<file path="src/rtl/fetch_stage_pkg.sv">
// Shared myCPU bus widths used by the instruction fetch stage.
package fetch_stage_pkg;

    localparam int IF_TO_IPD_BUS_WD = 96;
    localparam int ID_TO_IF_BUS_WD  = 33;
    localparam logic [31:0] INST_BYTES = 32'd4;

endpackage

</file>
<file path="src/rtl/fetch_stage.sv">
// Instruction fetch stage: drives the instruction SRAM, holds one stalled
// instruction in a depth-1 buffer and honours taken-branch redirects from decode.
module fetch_stage
    import fetch_stage_pkg::*;
#(
    parameter logic [31:0] RESET_PC = 32'h1c000000
) (
    input  logic                        clk,
    input  logic                        reset,
    input  logic [ID_TO_IF_BUS_WD-1:0]  ID_to_IF_bus,
    input  logic                        IPD_allow_in,
    output logic                        IF_to_IPD_valid,
    output logic [IF_TO_IPD_BUS_WD-1:0] IF_to_IPD_bus,
    output logic                        inst_sram_en,
    output logic [31:0]                 inst_sram_addr,
    input  logic [31:0]                 inst_sram_rdata
);

    logic        br_taken_cancel;
    logic [31:0] PC_fromID;
    logic [31:0] seq_pc;
    logic [31:0] IF_pc;
    logic        IF_valid;
    logic [31:0] inst_buf;
    logic        buf_valid;
    logic        IF_allow_in;
    logic        fetch_fire;
    logic [31:0] fetch_pc;
    logic [31:0] inst;

    assign {br_taken_cancel, PC_fromID} = ID_to_IF_bus;

    assign IF_allow_in = ~IF_valid | IPD_allow_in;
    assign fetch_pc    = br_taken_cancel ? PC_fromID : seq_pc;
    assign fetch_fire  = ~reset & (br_taken_cancel | IF_allow_in);

    assign inst_sram_en   = fetch_fire;
    assign inst_sram_addr = fetch_pc;

    // SRAM data is only live the cycle after the read, so a stalled instruction
    // must come from the buffer on every later cycle.
    assign inst            = buf_valid ? inst_buf : inst_sram_rdata;
    assign IF_to_IPD_valid = IF_valid & ~br_taken_cancel;
    assign IF_to_IPD_bus   = {IF_pc + INST_BYTES, IF_pc, inst};

    always_ff @(posedge clk) begin
        if (reset) begin
            seq_pc   <= RESET_PC;
            IF_pc    <= 32'd0;
            IF_valid <= 1'b0;
        end else if (fetch_fire) begin
            IF_pc    <= fetch_pc;
            seq_pc   <= fetch_pc + INST_BYTES;
            IF_valid <= 1'b1;
        end else if (IPD_allow_in && IF_valid) begin
            IF_valid <= 1'b0;
        end
    end

    // A redirect discards the buffered instruction even while downstream stalls.
    always_ff @(posedge clk) begin
        if (reset) begin
            inst_buf  <= 32'd0;
            buf_valid <= 1'b0;
        end else if (br_taken_cancel || IPD_allow_in) begin
            buf_valid <= 1'b0;
        end else if (IF_valid && !buf_valid) begin
            inst_buf  <= inst_sram_rdata;
            buf_valid <= 1'b1;
        end
    end

endmodule

</file>
<file path="config.mk">
export PLATFORM = sky130hd
export DESIGN_NAME = fetch_stage
export DESIGN_NICKNAME = d
export VERILOG_FILES = /design/src/rtl/fetch_stage_pkg.sv /design/src/rtl/fetch_stage.sv
export SDC_FILE = /design/constraint.sdc
export NUM_CORES = 1
export LEC_CHECK = 0
export ABC_CLOCK_PERIOD_IN_PS = 2400
export BUFFER_PORTS_ARGS = -buffer_cell sky130_fd_sc_hd__buf_2
export CORE_MARGIN = 3
export CORE_UTILIZATION = 47
export CTS_BUF_LIST = sky130_fd_sc_hd__clkbuf_8
export CTS_CLUSTER_DIAMETER = 50
export DETAILED_ROUTE_END_ITERATION = 7
export MAX_ROUTING_LAYER = met4
export PLACE_DENSITY = 0.82
export SYNTH_ARGS = -nofsm -noshare
export SYNTH_HDL_FRONTEND = slang
export SYNTH_SLANG_ARGS = --single-unit
</file>
<file path="constraint.sdc">
create_clock -name clk -period 2.4 [get_ports clk]
set_clock_uncertainty 0.05 [all_clocks]
set_input_delay 0 -clock clk [delete_from_list [all_inputs] [get_ports clk]]
set_output_delay 0 -clock clk [all_outputs]
set_load 0.05 [all_outputs]
</file>
After elaboration in Yosys (flattened, before gate mapping)
Index checks and enable logic that the tools add are counted.
{ "totals": {"output_inout_bits": 130, "inputBits": 68, "regBits": 98} }
{ "op_classes": {"n_reduce_logical": 7, "muxes": 4, "n_bitwise": 8, "add_sub_neg": 2} }
{ "ops": {"columns": ["op", "n"], "rows": [
  ["adder 32 x 3 -> 32 bit, second input constant", 2],
  ["2-to-1 mux 32 bit", 2],
  ["inverter 1 bit", 4],
  ["bitwise AND 1 bit", 2],
  ["logical AND 1 bit", 2],
  ["2-to-1 mux 1 bit", 2],
  ["bitwise OR 1 bit", 2],
  ["AND reduction 2 bit", 1],
  ["nonzero test 2 bit", 1],
  ["OR reduction 2 bit", 1],
  ["zero test 1 bit", 1],
  ["logical OR 1 bit", 1]
]} }

Depth between registers and ports, before layout
Gate-level depths: netlist (run 1).
{ "depth": {"word_depth": 5, "ltp_mapped": 12} }

Worst setup path before layout (run 1)
Ideal clock, no wire load.
{ "synth_path": {"path_type": "reg2out", "start": "reg IF_pc[8]", "end": "out IF_to_IPD_bus[94]", "path_stages_with_launch": 7, "setup_slack_ns": -0.336, "arrival_time_ns": 2.686, "t_required_ns": 2.350, "path_cell_list": "dfxtp_1 > and4_1 > and4_1 > clkbuf_1 > nand3_1 > nor4_1 > xor2_1"} }
{ "synth_via": {"elab_chain_cells": 1} }
{ "synth_rtl": {"columns": ["element", "line_no", "rtl"], "rows": [
  ["start, declared", "fetch_stage.sv:22", "logic [31:0] IF_pc;"],
  ["start signal, assigned", "fetch_stage.sv:52", "IF_pc <= fetch_pc;"],
  ["adder 32 x 3 -> 32 bit", "fetch_stage.sv:44", "assign IF_to_IPD_bus = {IF_pc + INST_BYTES, IF_pc, inst};"],
  ["end, declared", "fetch_stage.sv:13", "output logic [IF_TO_IPD_BUS_WD-1:0] IF_to_IPD_bus,"]
]} }
Every way passes these cells.

Worst setup path in the final report (run 1)
{ "layout_path": {"start": "reg IF_pc[17]", "end": "out IF_to_IPD_bus[93]"} }
The elaborated chain is that of the path after synthesis.

==> results of run 1 <==
[what timing repair did]
action                     4_1_cts  5_1_grt
setup endpoints to repair        3        8
resized for setup                3       13
hold buffers                    36        0
cloned                           0        0
hold endpoints to repair        37        0
pin swaps                        0        1
[metrics by stage]
step / std cells / cell area, um2 / utilization / setup TNS (ps)
2_1_floorplan: 680 / 5590 / - / -130
3_3_place_gp: 996 / 6730 / 0.605 / 0
3_5_place_dp: 996 / 6730 / 0.605 / 0
4_1_cts: 1047 / 7300 / 0.656 / -57.8
5_1_grt: 1047 / 7360 / 0.662 / -36.1
6_report: 1047 / 7360 / 0.662 / 0
[worst max-delay path, stage by stage, from the launching register on]
cell and delay (ps):
dfxtp_2 410, and4_1 240, and3_1 260, nand3_4 190, nor4_4 350, xor2_2 160
buf_2 270
[routing by layer]
layer / vias up / wire length [um] / track usage
met5: - / 0 / -
met4: 0 / 382 / 0.0847
met3: 35 / 1490 / 0.0671
met2: 269 / 7830 / 0.413
met1: 2647 / 7180 / 0.315
li1: 2861 / - / -
[final timing paths]
path | start | endpoint | slack (ps) | cells past startpoint
setup / recovery | IF_pc[17] | IF_to_IPD_bus[93] | 90 | 6
setup reg to reg | seq_pc[2] | seq_pc[22] | 210 | 7
hold / removal | ID_to_IF_bus[3] | IF_pc[3] | 60 | 4
hold reg to reg | inst_buf[24] | inst_buf[24] | 410 | 2
[synth_stat cells (3+ instances only)]
cell type / instances
and2_1: 4
or3_1: 5
nor3_1: 17
nand3_1: 41
xor2_1: 15
and4_1: 7
a21oi_1: 55
a22oi_1: 3
nor2_1: 45
clkbuf_1: 29
inv_1: 24
nand3b_1: 9
nor4_1: 6
mux2i_1: 19
buf_1: 4
nand4_1: 17
xnor2_1: 25
or4_1: 4
and3_1: 6
mux2_2: 46
buf_4: 8
nand2_1: 115
a211oi_1: 23
buf_2: 6
dfxtp_1: 96
o22ai_1: 5
o21ai_0: 4
nand4b_1: 5
[cell type report]
class	instances	area, um2	share of cell area
well taps	140	175	0.0238
inverters	24	90.1	0.0122
repair buffers	261	1560	0.212
clock inverters	5	48.8	0.00663
multi-input cells	511	3420	0.464
flip-flops and latches	96	1940	0.263
clock buffers	10	138	0.0187
[power by group]
group / leakage (uW) / internal, uW / switching (uW)
clock network: 0.000103 / 496 / 554
registers: 0.000793 / 1700 / 109
logic: 0.00243 / 415 / 1000
[state kept, by name, indices dropped and copies added (netlist names)]
register and count:
buf_valid 1, inst_buf 32, seq_pc 32, IF_pc 30, IF_valid 1
[cells in the final DEF (no fill, tap or decap), drive strengths merged, types with 17 or more instances in the layout]
cell         count
a21oi           56
nand4           18
nand2          115
buf            224
mux2            46
a211oi          25
nand3           41
xnor2           25
nor3            17
mux2i           20
dlygate4sd3     36
dfxtp           96
nor2            45
inv             25
[cell families after synthesis]
family                   Yosys count
flip-flops                        96
adder cells (fa/ha/maj)            2
multiplexers                      66
XOR/XNOR                          40
AO/OA/AOI/OAI                    116
AND/OR/NAND/NOR                  287
buffers and inverters             73
==> summary.txt, run 1 <==
Global route
  • Total Routing Usage GR: 0.257
  • Grt total ovfl: 0
  • Largest net degree at the start of global routing: approximately 70
  • First-pass GRT wire length: between 20 and 30 mm
  • Initial antenna violation count: 0
  • Vias in the first global route: 5,492

Detailed routing
  • Vias: 5,812
  • Post-DR wirelength/cell: about 16 um
  • DR vias/cell: 5.55
  • Routed Antenna Nets: 0
  • DRC viols: 0
  • Iter 0 DRT Violations: 330
  • Drt total wl: around 17 mm
  • DR pass1 iterations: 4

STA
  • Final hold violation count: 0
  • Hold Slack: around 57 ps
  • Worst slew pin tran: 704 ps
  • Worst setup margin: 88.6 ps
  • Setup violators final: 0
  • Fin crit period: 2310 ps
  • Fmax: 0.433 GHz
  • Slew headroom: 0.530
  • Period utilization: 0.963
  • Slew Limit Fails: 0

Pwr
  • Maximum VDD drop: 0.320 mV
  • Pwr Density: just under 600 mW/mm2
  • Pwr Total: 4280 uW
  • Leak: 0.00332 uW

Yosys
  • Post-synth EDFFs: 0
  • Net Count, Synth: 750
  • Number of distinct library cells after synthesis: 57
  • Synthesized instance count: 680
  • Synth warnings: 0
  • Largest cells by area after synthesis: dfxtp_1, mux2_2, nand2_1
  • Sequential share of the synthesized area: 0.349
  • Xor and xnor area share after synthesis: 0.0636
  • Post-synth ARST share: 0
  • Mux share of post-synthesis cell area: 0.131
  • Synth top area share: 0.349
  • Post-synthesis simple-gate area fraction: 0.253
  • Synth Area in Compound Gates: 0.139
  • Post-Syn Area: ~0.0055 mm2
  • Largest family of logic cells by synthesized area: simple AND/OR/NAND/NOR gates
  • Syn avg cell area: 8.10 um2
  • Synth area leader: dfxtp_1
  • FF+latch count, synth: 96
  • Adder-Cell Fraction of Synth Area: 0.00455
  • Leading register cell type out of synthesis: dfxtp_1

Finish
  • Ant. Diodes: 0
  • Layout cells sized above 1: 0.361
  • Fillers: a little over 900
  • Area delta synth->final: 33.8%
  • NumNets Final: roughly 1,000

Floorplanning
  • I/O Pins: 198
  • Die area: 0.0130 mm2
  • Initial Util: 0.495
  • Chip height: 114 um
  • Total core area: 0.0111 mm2
  • Core Rows: 38
  • Die width: 114 um

Worst setup path
  • Worst path required time: between 2000 and 2500 ps
  • Worst setup EP type: output port
  • Crit Path Category: reg -> out
  • Critical Path Start Type: flip-flop
  • WP data arrival: approximately 2300 ps
  • Worst-path fanout max: 8

Worst hold path
  • Worst Hold Class: in -> reg

Clock network
  • Worst-path clk slew: roughly 90 ps
  • CTS Sinks: 96
  • Post-CTS Setup Bufs: 0
  • CTS Buffer Depth: 2
  • Number of buffers created by CTS: 9
  • H-Tree Depth: 3
  • CTS root buffer: clkbuf_8
  • Clk_lat worst skew: 370 ps
  • CTS tree: built

Job
  • Number of max-cap violations: 0

Placed design
  • Buffers on Ports: 197
  • Pre-CTS setup slack: between 200 and 300 ps
  • Placed wire-length estimate: 11.7 mm
  • Final GP Congestion: between 0.9 and 1

Run status
  • Outcome: finished clean
(Power assumes the default switching activity.)
==> run 2: changes to the inputs <==
--- a/config.mk
+++ b/config.mk
@@ -15,4 +15,5 @@
 export MAX_ROUTING_LAYER = met4
 export PLACE_DENSITY = 0.82
+export RECOVER_POWER = 100
 export SYNTH_ARGS = -nofsm -noshare
 export SYNTH_HDL_FRONTEND = slang
==> constraint.sdc (replaced) <==
create_clock -name clk -period 2.4 [get_ports clk]
set_clock_uncertainty 0.05 [all_clocks]
set_input_delay 0.24 -clock clk [delete_from_list [all_inputs] [get_ports clk]]
set_output_delay 0.24 -clock clk [all_outputs]
set_load 0.05 [all_outputs]
==> run 2 against run 1 <==
Effect of this change:
- fmax shrank 2.2%
- hold slack got worse by 9.8 ps
- setup slack lost 52 ps
- count of clock-buffer cells in the layout shrank 1
- sequential share of layout area rose by 0.12 points
- critical path type unchanged
- sequential cell count unchanged
- routed wire length shrank 3.7%
- register-to-register slack gained 240 ps
- power about the same
- first-iteration DRC count fell by 9.7%
- utilization grew 0.52 points
- sequential power is essentially flat
==> summary.txt, run 2 (synthesized netlist as in run 1, its figures left out) <==
Run status
  • Outcome: finished clean

Clock network
  • CTS root buffer: clkbuf_8
  • CTS Sinks: 96 (unchanged)
  • CTS Buffer Depth: 2 (unchanged)
  • Worst-path clk slew: 90 ps (about the same)
  • Clk_lat worst skew: 360 ps (about the same)
  • Number of buffers created by CTS: 9 (unchanged)
  • H-Tree Depth: 3 (unchanged)
  • CTS tree: built
  • Hold_buf cts: 0 (-100%)

STA
  • Slew Limit Fails: 0 (unchanged)
  • RSZ-0062 raised after global routing: yes
  • Final hold violation count: 0 (unchanged)
  • Fmax: 0.423 GHz (-2.2%)
  • Setup violators final: 0 (unchanged)
  • Slew headroom: 0.423 (-0.107)
  • Worst setup margin: 36.1 ps (-52.5 ps)
  • Worst slew pin tran: 865 ps (+161 ps)
  • Fin crit period: 2360 ps (+52.5 ps)
  • Period utilization: 0.985 (+0.0219)

Floorplanning
  • I/O Pins: 198 (unchanged)
  • Chip height: 114 um (unchanged)
  • Core Rows: 38 (unchanged)
  • Initial Util: 0.495 (unchanged)
  • Total core area: 0.0111 mm2 (unchanged)
  • Die width: 114 um (unchanged)
  • Die area: 0.0130 mm2 (unchanged)

Worst setup path
  • Slowest CP cell: dfxtp_4
  • Cell count of the worst reg-to-reg path: 5 (-2)
  • Max incr delay on CP: 370 ps (-40 ps)
  • WP data arrival: 2070 ps (-190 ps)
  • Worst-path fanout max: 5 (-3)
  • Crit Path Category: reg -> out
  • Register-to-register setup slack: 450 ps (+240 ps)
  • CP Launch Point: IF_pc[11]
  • Worst setup EP type: output port
  • Critical path cell sequence: and4_4 -> and4_4 -> nand3_4 -> nor4_4 -> xor2_2 -> buf_6
  • CP dominant cell by count: and4_4
  • Worst path required time: 2110 ps (-240 ps)
  • Worst reg2reg startpoint: seq_pc[18]
  • Critical Path Start Type: flip-flop
  • Reg2reg end: seq_pc[31]
  • CP endpoint: IF_to_IPD_bus[93]

Finish
  • Fillers: 950 (+2.5%)
  • Ant. Diodes: 0 (unchanged)
  • Most frequent cells in the layout: buf_2, nand2_1, dfxtp_1
  • Area delta synth->final: 34.8%
  • Post-Layout Inst Area: 0.00742 mm2 (+0.78%)
  • NumNets Final: 966 (-0.72%)
  • Largest registers: inst_buf x32, seq_pc x32, IF_pc x30
  • Leading cell type in the layout, fill and taps excluded: buf_2
  • Layout cells sized above 1: 0.386 (+0.0257)

Placed design
  • Final GP Congestion: 0.962 (-0.64%)
  • Buffers on Ports: 197 (unchanged)
  • Placed wire-length estimate: 12.0 mm (+3.0%)
  • DP Area: 0.00700 mm2 (+4.0%)
  • Pre-CTS setup slack: 72.5 ps (-190 ps)

Global route
  • Largest net degree at the start of global routing: 46 (-32%)
  • Vias in the first global route: 5,371 (-2.2%)
  • Total Routing Usage GR: 0.248 (-0.00850)
  • Grt total ovfl: 0 (unchanged)
  • First-pass GRT wire length: 25.9 mm (-2.7%)
  • Initial antenna violation count: 0 (unchanged)

Detailed routing
  • DR pass1 iterations: 5 (+1)
  • Vias: 5,793 (-0.33%)
  • Routed Antenna Nets: 0 (unchanged)
  • DR vias/cell: 5.56 (+0.25%)
  • Iter 0 DRT Violations: 298 (-9.7%)
  • Post-DR wirelength/cell: 15.6 um (-3.2%)
  • DRC viols: 0 (unchanged)
  • Drt total wl: 16.3 mm (-3.7%)

Pwr
  • Leak: 0.00331 uW (-0.41%)
  • Pwr Density: 576 mW/mm2 (-0.81%)
  • Maximum VDD drop: 0.285 mV (-11%)

Worst hold path
  • HP Start: IPD_allow_in
  • Worst Hold Class: in -> reg

Job
  • Number of max-cap violations: 0 (unchanged)
==> run 2: cell count changes in the layout (fill, tap and decap cells not counted), sizes merged <==
cell,change
buf,-1
clkbuf,+29
clkinv,-1
clkinvlp,+2
dlygate4sd3,-36
inv,+1
==> run 2: worst max-delay path, delay by kind of cell, from the launching register on <==
kind,cells,cell delay [ps]
DFF,1,370
buffers and inverters,1,170
and+or+nand+nor,4,1000
xor gates and xnor gates,1,170
==> run 2: worst min-delay path by stage <==
stage | cells after the start | slack (ps) | to
3_3_place_gp | 2 | 390 | inst_buf[30]
3_5_place_dp | 2 | 400 | inst_buf[24]
2_1_floorplan | 1 | 270 | buf_valid
5_1_grt | 2 | 30 | buf_valid
6_report | 2 | 50 | buf_valid
4_1_cts | 2 | 30 | buf_valid
==> run 2: cell type report <==
cell class	instances	area, um2	share of cell area
Multi-Input combinational cell	511	3550	0.479
Sequential cell	96	1960	0.264
Timing Repair Buffer	254	1450	0.196
Tap cell	140	175	0.0236
Clock buffer	9	124	0.0167
Inverter	24	90.1	0.0121
Clock inverter	7	65.1	0.00877
==> run 2: power by group <==
part	switching [uW]	total [uW]	internal, uW	leakage (uW)
clock network	564	1040	473	0.0000955
logic	1020	1440	418	0.00242
registers	104	1800	1700	0.000797
==> run 2: stage by stage <==
stage                     utilization  std cells  total power, uW  hold slack (ps)  TNS [ps]
final                           0.667       1041             4270             47.0         0
after detailed placement        0.629       1012             3240              397         0
after CTS                       0.662       1034             4280             28.9         0
after floorplan                     -        680             2870              269      -416
after global placement          0.629       1012             3230              390         0
after global routing            0.667       1041             4460             30.9      -216
==> run 2: what timing repair did <==
action                                  in CTS  in global routing
buffers inserted                             6                  7
pin swaps                                    2                  9
endpoints found under the setup margin      10                 15
resized for setup                           26                 20
==> run 2: metal layers <==
| metal | up-vias | share of wire | GRT usage |
|---|---|---|---|
| li1 | 2842 | - | - |
| met1 | 2656 | 0.43 | 0.316 |
| met2 | 271 | 0.48 | 0.404 |
| met3 | 24 | 0.076 | 0.0497 |
| met4 | 0 | 0.015 | 0.0681 |
| met5 | - | 0 | - |
==> run 3: changes to the inputs <==
Settings changed: ABC_AREA from default to 1.
==> run 3 against run 2 <==
Effect of this change:
- the run now ends with negative setup slack left
- sequential share of layout area decreased by 0.38 points
- sequential cell count unchanged
- cell count increased by 24%
- critical endpoint is now IF_to_IPD_bus[87]
- largest cell class unchanged
==> summary.txt, run 3 <==
Pwr
  • Pwr Density: 571 mW/mm2 (-0.91%)
  • Leak: 0.00364 uW (+10%)
  • Maximum VDD drop: 0.362 mV (+27%)

Finish
  • NumNets Final: 1,207 (+25%)
  • Largest registers: inst_buf x32, seq_pc x32, IF_pc x30
  • Fillers: 1,131 (+19%)
  • Area delta synth->final: 29.3%
  • Most frequent cells in the layout: nand2_1, buf_2, inv_1
  • Leading cell type in the layout, fill and taps excluded: nand2_1
  • Finished Core Util: 0.639 (-0.0285)
  • Layout cells sized above 1: 0.266 (-0.120)
  • Final Non-Filler Cells: 1,287 (+24%)

Floorplanning
  • Die area: 0.0137 mm2 (+4.8%)
  • Total core area: 0.0117 mm2 (+5.3%)
  • Die width: 117 um (+2.4%)
  • Core Rows: 39 (+2.6%)
  • I/O Pins: 198 (unchanged)
  • Initial Util: 0.494 (-0.000810)
  • Chip height: 117 um (+2.4%)

Clock network
  • CTS root buffer: clkbuf_8
  • Hold_buf cts: 0 (unchanged)
  • CTS Sinks: 96 (unchanged)
  • Worst-path clk slew: 100 ps (about the same)
  • CTS tree: built
  • Clk_lat worst skew: 380 ps (+20 ps)
  • Number of buffers created by CTS: 9 (unchanged)
  • H-Tree Depth: 3 (unchanged)
  • CTS Buffer Depth: 2 (unchanged)

Detailed routing
  • DRC viols: 0 (unchanged)
  • Post-DR wirelength/cell: 14.1 um (-9.8%)
  • Vias: 6,700 (+16%)
  • DR pass1 iterations: 5 (unchanged)
  • Routed Antenna Nets: 0 (unchanged)
  • Drt total wl: 18.1 mm (+12%)
  • DR vias/cell: 5.21 (-6.5%)
  • Iter 0 DRT Violations: 631 (+110%)

Worst setup path
  • Critical path cell sequence: buf_6 -> clkinvlp_4 -> nor3_4 -> nand2_2 -> nor2_4 -> nand4_1 -> buf_4 -> xor2_2 -> buf_6
  • Worst setup EP type: output port
  • Critical Path Start Type: flip-flop
  • Worst path required time: 2110 ps (about the same)
  • WP buf/inv: 4 (+3)
  • Worst-path fanout max: 3 (-2)
  • WP data arrival: 2130 ps (+60 ps)
  • Crit Path Category: reg -> out
  • Slowest CP cell: dfxtp_4
  • CP dominant cell by count: buf_6
  • Crit-path leading delay family: simple AND/OR/NAND/NOR gates
  • Max incr delay on CP: 380 ps (about the same)

Global route
  • Met1 usage: 0.335 (+0.0188)
  • Largest net degree at the start of global routing: 65 (+41%)
  • Grt total ovfl: 0 (unchanged)
  • Vias in the first global route: 6,006 (+12%)
  • Total Routing Usage GR: 0.269 (+0.0208)
  • Met3 usage: 0.0478 (-0.00187)
  • First-pass GRT wire length: 28.7 mm (+11%)
  • Met2 GRT Util: 0.447 (+0.0439)
  • Initial antenna violation count: 1 (+1)
  • GR peak layer: met2

Yosys
  • Top post-synthesis cells by count: nand2_1, inv_1, dfxtp_1
  • Synth top area share: 0.332 (-0.0169)
  • Adder-Cell Fraction of Synth Area: 0.00433 (-0.000220)
  • Most common cell in the synthesized netlist: nand2_1
  • Post-synth EDFFs: 0 (unchanged)
  • Sequential share of the synthesized area: 0.332 (-0.0169)
  • Synth Area in Compound Gates: 0.154 (+0.0149)
  • Synth warnings: 0 (unchanged)
  • Post-synth ARST share: 0 (unchanged)
  • Number of distinct library cells after synthesis: 35 (-39%)
  • Synthesized instance count: 939 (+38%)
  • Post-Syn Area: 0.00579 mm2 (+5.1%)
  • Synth area leader: dfxtp_1
  • Leading register cell type out of synthesis: dfxtp_1
  • Post-synthesis simple-gate area fraction: 0.336 (+0.0827)
  • Syn avg cell area: 6.16 um2 (-24%)
  • Largest family of logic cells by synthesized area: simple AND/OR/NAND/NOR gates
  • Net Count, Synth: 1,009 (+35%)
  • FF+latch count, synth: 96 (unchanged)
  • Largest cells by area after synthesis: dfxtp_1, nand2_1, inv_1
  • Xor and xnor area share after synthesis: 0.0454 (-0.0182)
  • Mux share of post-synthesis cell area: 0 (-0.131)

Run status
  • Outcome: finished, violations left
  • Violated checks: negative setup slack

Placed design
  • Final GP Congestion: 1.00 (+4.3%)
  • Buffers on Ports: 197 (unchanged)
  • Placed wire-length estimate: 13.3 mm (+11%)
  • Placed cells: 1,256 (+24%)

STA
  • Fmax: 0.413 GHz (-2.4%)
  • Slew Limit Fails: 0 (unchanged)
  • Fin crit period: 2420 ps (+58.3 ps)
  • Worst slew pin tran: 1390 ps (+527 ps)
  • Setup violators final: 3 (+3)
  • Worst setup margin: -22.3 ps (-58.3 ps)
  • Slew headroom: 0.0721 (-0.351)
  • Final hold violation count: 0 (unchanged)
  • Period utilization: 1.01 (+0.0243)
  • RSZ-0062 raised after global routing: yes

Job
  • Number of max-cap violations: 0 (unchanged)

Worst hold path
  • Worst Hold Class: in -> reg
## run 3: cell types whose count changed after synthesis, sizes merged, moves of 15 or more
cell    delta
nor2      +43
a211oi    -25
xnor2     -25
inv      +109
mux2i     -20
xor2      +15
mux2      -46
a21oi     -20
nand2    +187
o22ai     +20
o21ai     +97
## run 3: layout make-up
| cell class | instances | area [um2] | share of cell area |
|---|---|---|---|
| inverters | 134 | 507 | 0.0678 |
| multi-input cells | 665 | 3370 | 0.450 |
| flip-flops and latches | 96 | 1950 | 0.260 |
| diodes | 2 | 5.00 | 0.000669 |
| clock buffers | 10 | 138 | 0.0184 |
| well taps | 143 | 179 | 0.0239 |
| repair buffers | 231 | 1290 | 0.172 |
| clock inverters | 6 | 50.0 | 0.00669 |
## run 3: kinds of logic after synthesis
logic type | count (synthesis)
and+or+nand+nor | 465
AOI/OAI and AO/OA | 168
DFF | 96
xor gates and xnor gates | 30
buffers and inverters | 178
adders and majority gates | 2
## run 3: power breakdown
group          total, uW  switching (uW)  internal, uW
Combinational       1430            1080           350
Sequential          1800            88.5          1710
Clock               1040             617           418
## run 3: repair_timing
action | 4_1_cts | 5_1_grt
pin swaps | 8 | 8
setup buffers | 11 | 2
endpoints found under the setup margin | 7 | 18
resized for setup | 26 | 32
## run 3: path summary, 6_finish.rpt
check               start           endpoint  slack [ps]  cells past startpoint
max              IF_pc[2]  IF_to_IPD_bus[87]         -20                      9
min          IPD_allow_in          buf_valid          30                      2
min reg2reg  inst_buf[25]       inst_buf[25]         400                      2
max reg2reg     seq_pc[2]         seq_pc[20]         550                     10
## run 3: layer usage
metal / up-vias / part of all wire / routed length, um
li1: 3362 / - / -
met1: 3001 / 0.42 / 7530
met2: 309 / 0.48 / 8630
met3: 28 / 0.088 / 1600
met4: 0 / 0.020 / 360
met5: - / 0 / 0
## run 3: metrics by stage
stage | power, uW | hold slack (ps) | worst slack (ps) | TNS, ps | cell area [um2]
2_1_floorplan | 2870 | 297 | -33.4 | -66.5 | 5950
3_3_place_gp | 3210 | 384 | 202 | 0 | 7030
3_5_place_dp | 3230 | 391 | 120 | 0 | 7030
4_1_cts | 4280 | 17.8 | -23.6 | -53.3 | 7390
5_1_grt | 4490 | 32.4 | -104 | -440 | 7480
6_report | 4270 | 33.6 | -22.3 | -43.5 | 7480
